<file path="src/rtl/alsu_core.sv">
// alsu_core: registered arithmetic/logic/shift unit.
// Stage 1 registers every control and data input each cycle. Stage 2 computes
// out/leds from those registered copies, which puts results 2 edges after the
// inputs are applied. SHIFT and ROTATE act on the current out register.
// Optional build macro ALSU_LED_BLINK_EN: when defined, invalid cycles toggle
// leds between 0x0000 and 0xFFFF. When undefined, leds is tied to 0 and no
// toggle register exists.
module alsu_core #(
  parameter INPUT_PRIORITY = "A",
  parameter FULL_ADDER     = "ON"
) (
  input  logic        clk,
  input  logic        rst,
  input  logic [2:0]  A,
  input  logic [2:0]  B,
  input  logic [2:0]  opcode,
  input  logic        cin,
  input  logic        serial_in,
  input  logic        direction,
  input  logic        red_op_A,
  input  logic        red_op_B,
  input  logic        bypass_A,
  input  logic        bypass_B,
  output logic [5:0]  out,
  output logic [15:0] leds
);

  localparam logic PRIO_B  = (INPUT_PRIORITY == "B");
  localparam logic USE_CIN = (FULL_ADDER == "ON");

  logic [2:0] r_A, r_B, r_opcode;
  logic       r_cin, r_serial_in, r_direction;
  logic       r_red_op_A, r_red_op_B, r_bypass_A, r_bypass_B;
  logic [5:0] r_out;

  logic [2:0] w_prio_op;
  logic       w_bypass;
  logic       w_invalid;
  logic [5:0] w_out_next;

  // Stage 1: capture every input each cycle.
  always_ff @(posedge clk) begin
    if (rst) begin
      r_A         <= 3'd0;
      r_B         <= 3'd0;
      r_opcode    <= 3'd0;
      r_cin       <= 1'b0;
      r_serial_in <= 1'b0;
      r_direction <= 1'b0;
      r_red_op_A  <= 1'b0;
      r_red_op_B  <= 1'b0;
      r_bypass_A  <= 1'b0;
      r_bypass_B  <= 1'b0;
    end else begin
      r_A         <= A;
      r_B         <= B;
      r_opcode    <= opcode;
      r_cin       <= cin;
      r_serial_in <= serial_in;
      r_direction <= direction;
      r_red_op_A  <= red_op_A;
      r_red_op_B  <= red_op_B;
      r_bypass_A  <= bypass_A;
      r_bypass_B  <= bypass_B;
    end
  end

  // Stage 2 result: bypass beats invalid, invalid beats the opcode decode.
  always_comb begin
    w_prio_op  = PRIO_B ? r_B : r_A;
    w_bypass   = r_bypass_A | r_bypass_B;
    w_invalid  = (r_opcode == 3'd6) || (r_opcode == 3'd7) ||
                 ((r_red_op_A || r_red_op_B) && (r_opcode[2:1] != 2'b00));
    w_out_next = 6'd0;
    if (w_bypass) begin
      if (r_bypass_A && r_bypass_B) w_out_next = {3'b000, w_prio_op};
      else if (r_bypass_A)          w_out_next = {3'b000, r_A};
      else                          w_out_next = {3'b000, r_B};
    end else if (w_invalid) begin
      w_out_next = 6'd0;
    end else begin
      case (r_opcode)
        3'd0: begin
          if (r_red_op_A && r_red_op_B) w_out_next = {5'b00000, &w_prio_op};
          else if (r_red_op_A)          w_out_next = {5'b00000, &r_A};
          else if (r_red_op_B)          w_out_next = {5'b00000, &r_B};
          else                          w_out_next = {3'b000, r_A & r_B};
        end
        3'd1: begin
          if (r_red_op_A && r_red_op_B) w_out_next = {5'b00000, ^w_prio_op};
          else if (r_red_op_A)          w_out_next = {5'b00000, ^r_A};
          else if (r_red_op_B)          w_out_next = {5'b00000, ^r_B};
          else                          w_out_next = {3'b000, r_A ^ r_B};
        end
        3'd2: w_out_next = {3'b000, r_A} + {3'b000, r_B} + {5'b00000, r_cin & USE_CIN};
        3'd3: w_out_next = {3'b000, r_A} * {3'b000, r_B};
        3'd4: w_out_next = r_direction ? {r_out[4:0], r_serial_in}
                                       : {r_serial_in, r_out[5:1]};
        3'd5: w_out_next = r_direction ? {r_out[4:0], r_out[5]}
                                       : {r_out[0], r_out[5:1]};
        default: w_out_next = 6'd0;
      endcase
    end
  end

  // Stage 2 register for the result.
  always_ff @(posedge clk) begin
    if (rst) r_out <= 6'd0;
    else     r_out <= w_out_next;
  end

  assign out = r_out;

`ifdef ALSU_LED_BLINK_EN
  logic [15:0] r_leds;

  // Status word: toggles while the invalid branch is taken, clears otherwise.
  always_ff @(posedge clk) begin
    if (rst)                         r_leds <= 16'h0000;
    else if (!w_bypass && w_invalid) r_leds <= ~r_leds;
    else                             r_leds <= 16'h0000;
  end

  assign leds = r_leds;
`else
  assign leds = 16'h0000;
`endif

endmodule

</file>
<file path="config.mk">
export PLATFORM = sky130hd
export DESIGN_NAME = alsu_core
export DESIGN_NICKNAME = d
export VERILOG_FILES = /design/src/rtl/alsu_core.sv
export SDC_FILE = /design/constraint.sdc
export NUM_CORES = 1
export LEC_CHECK = 0
export ABC_AREA = 0
export BUFFER_PORTS_ARGS = -buffer_cell sky130_fd_sc_hd__buf_2
export CAP_MARGIN = 15
export CORE_MARGIN = 2
export CORE_UTILIZATION = 49
export CTS_BUF_LIST = sky130_fd_sc_hd__clkbuf_8
export DETAILED_ROUTE_END_ITERATION = 6
export PLACE_DENSITY = 0.8
export SLEW_MARGIN = 30
export SYNTH_ARGS = -nofsm -noshare
export SYNTH_HDL_FRONTEND = slang
export SYNTH_SLANG_ARGS = --single-unit
</file>
<file path="constraint.sdc">
create_clock -name clk -period 2.4 [get_ports clk]
set_input_delay 0.36 -clock clk [delete_from_list [all_inputs] [get_ports clk]]
set_output_delay 0.36 -clock clk [all_outputs]
set_load 0.02 [all_outputs]
</file>
==> results by group <==
Run status
  – Run status: complete, but fails checks
  – Failing checks: design-rule violations

Clock network
  – H-tree depth: 1
  – # clock sinks: 22
  – Num CTS Buffers: 3
  – Clock root buffer: clkbuf_8
  – TritonCTS clock tree: yes
  – Cts hold-fix bufs: 0
  – Clock transition at path regs: approximately 0.080 ns
  – Clk_lat worst skew: between 0.2 and 0.3 ns
  – Clk buf depth: 2

Route
  – Via count: between 1k and 1.5k
  – Antenna-violating nets left: 0
  – WL per Instance: between 10 and 15 µm
  – Initial drt markers: 46
  – DRC: 3
  – Drt first pass iters: 6
  – Number of vias per cell: between 5 and 6
  – Routed WL: around 3000 µm

Die
  – Starting density of the core: 0.523
  – Core Region: around 2800 µm²
  – Die Width: slightly below 60 µm
  – I/O pins: 40
  – Die area: approximately 3400 µm²
  – Row Count: 19
  – Die Span Y: 58.7 µm

Critical path
  – Slowest stage cell, crit path: fa_1
  – CP Launch Type: flop
  – Crit Path Class: reg2reg
  – CP required: 2.61 ns
  – Max incr delay on CP: slightly below 0.5 ns
  – Critical path fanouts, max: 3
  – Crit path DAT: approximately 2.5 ns
  – Crit-path cells: ha_2, inv_1, fa_1, inv_1, ha_1, fa_1, nor2b_1, o32a_1, nor2_1
  – Nature of the critical path endpoint: flop

Global route
  – Number of global-route vias before repair: approximately 1.1k
  – GR Overflow Total: 0
  – Initial antenna violation count: 0
  – Global-route wire length before repair: around 5000 µm
  – Largest net degree at the start of global routing: 22
  – GRT Overall Usage: 0.193

Yosys
  – Main synth FF type: dfxtp_1
  – Mapped Cells: roughly 160
  – Synthesis warning total: 0
  – Flops & latches, synth: 22
  – Post-synth EDFFs: 0
  – Async set-or-reset flop fraction in the synthesized netlist: 0
  – Syn Area/Cell: 9.06 µm²
  – Post-Syn Area: 1470 µm²
  – Register area share after synthesis: 0.300
  – Library cells used by synthesis: 39

Power
  – Peak supply drop: a little over 0.4 mV
  – Pwr per Cell Area: 558 nW/µm²
  – Pleak: around 0.75 nW
  – Total chip power: just over 900 µW

Layout
  – Nets@finish: 219
  – Final core utilization: 0.584
  – Fill cells: 233
  – Post-route cell area: 1640 µm²
  – Fraction of layout cells with a size suffix above 1: 0.204
  – Fin cells: 217
  – Area grow syn2layout: 11.6%
  – # diodes: 0

Timing
  – Hold_ws: about 0.3 ns
  – Fmax achieved: about 430 MHz
  – Final hold vios: 0
  – Crit share post-route: 0.964
  – Final setup viols: 0
  – Setup ws final: between 0.08 and 0.09 ns
  – Sum Neg Setup Slack: 0 ns
  – Clk_skew: 0.00686 ns
  – Final Max Tran Viols: 0
  – RSZ-0062 raised after global routing: no
  – Min Tclk post-route: ~2.3 ns

Run
  – MaxCap Viol Count: 0

Min path
  – Worst min path class: in2reg

Place
  – Setup WS pre-CTS: 0.0858 ns
  – Placer Congestion: about 0.92
  – DP HPWL: 2290 µm
  – Port bufs: 23
  – Cell total after placement: approximately 210
  – Post-placement cell area: about 1600 µm²
[placed cells by master, fill, tap and decap left out, types with 2 or more instances in the layout]
master / Yosys / routed
buf_2: 5 / 23
inv_1: 7 / 7
a21o_1: 2 / 2
nand3_1: 2 / 2
nor3_1: 3 / 3
or3_1: 2 / 2
nor4b_1: 2 / 2
mux2_1: 3 / 3
nor2_1: 9 / 9
nand2_1: 7 / 7
mux2i_1: 5 / 5
and2_1: 4 / 4
a21oi_1: 6 / 6
xnor2_1: 3 / 3
fa_1: 4 / 4
dfxtp_1: 22 / 21
o22a_1: 2 / 2
a211oi_1: 3 / 3
clkbuf_8: 0 / 3
conb_1: 1 / 16
o21ai_0: 3 / 3
nor2b_1: 19 / 19
ha_1: 10 / 9
nand2b_1: 4 / 4
buf_4: 17 / 6
a32oi_1: 2 / 2
[cells in the mapped netlist (3+ instances only)]
cell type,instances,area share
nor2b_1,19,0.081
mux2i_1,5,0.034
xnor2_1,3,0.018
buf_4,17,0.087
ha_1,10,0.085
buf_2,5,0.017
nand2b_1,4,0.017
inv_1,7,0.018
nand2_1,7,0.018
o21ai_0,3,0.010
fa_1,4,0.055
and2_1,4,0.017
nor3_1,3,0.010
a21oi_1,6,0.020
dfxtp_1,22,0.30
mux2_1,3,0.023
nor2_1,9,0.023
a211oi_1,3,0.015
[power breakdown]
part           total, mW  leakage, nW  internal, mW  switching, mW
sequential         0.411        0.182         0.384         0.0268
combinational      0.162        0.535        0.0706         0.0912
clock              0.341       0.0357         0.223          0.118
total              0.914        0.753         0.678          0.236
[state kept, by name, indices dropped and copies added (netlist names)]
signal       cells
r_cin            1
r_bypass_B       1
r_red_op_A       1
r_red_op_B       1
r_A              3
out              6
r_bypass_A       1
r_opcode         3
r_serial_in      1
r_B              3
r_direction      1
[routing by layer]
metal,track usage,part of all wire
met1,0.226,0.40
met2,0.338,0.51
met3,0.0352,0.058
met4,0.0909,0.028
met5,0,0
[cell type report]
class | count | area [µm²] | share of cell area
multi-input combinational | 124 | 900 | 0.549
sequential | 22 | 442 | 0.270
timing repair buffer | 29 | 160 | 0.0978
clock buffer | 3 | 41.3 | 0.0252
tap | 31 | 38.8 | 0.0237
clock inverter | 1 | 30.0 | 0.0183
inverter | 7 | 26.3 | 0.0160
[timing repair]
item                       in CTS  in global routing
setup endpoints to repair       0                  1
gates resized for setup         0                  2
buffers inserted                0                  0
[worst paths after layout]
kind                 start         end  slack [ns]  depth (start not counted)
hold / removal    red_op_B  r_red_op_B        0.30                          2
setup / recovery    r_B[1]      out[3]        0.09                          9
hold reg to reg     out[4]      out[5]        0.69                          3
setup reg to reg    r_B[1]      out[3]        0.09                          9
[logic make-up (layout without fill, tap and decap cells)]
logic type | Yosys count | after routing | share of synthesized area
AOI/OAI and AO/OA | 26 | 26 | 0.130
xor gates and xnor gates | 4 | 4 | 0.0239
adders and majority gates | 14 | 14 | 0.140
buffers and inverters | 31 | 40 | 0.127
DFF | 22 | 22 | 0.300
muxes | 8 | 8 | 0.0571
other | 1 | 16 | 0.00256
and+or+nand+nor | 56 | 56 | 0.220
[worst max-delay path: cells and delay by family (launching register included)]
| kind | cells | cell delay [ns] |
|---|---|---|
| fa+ha+maj | 4 | 1.39 |
| flops | 1 | 0.36 |
| compound gates | 1 | 0.27 |
| simple gates | 2 | 0.13 |
| buf+inv | 2 | 0.10 |
(Power assumes the default switching activity.)
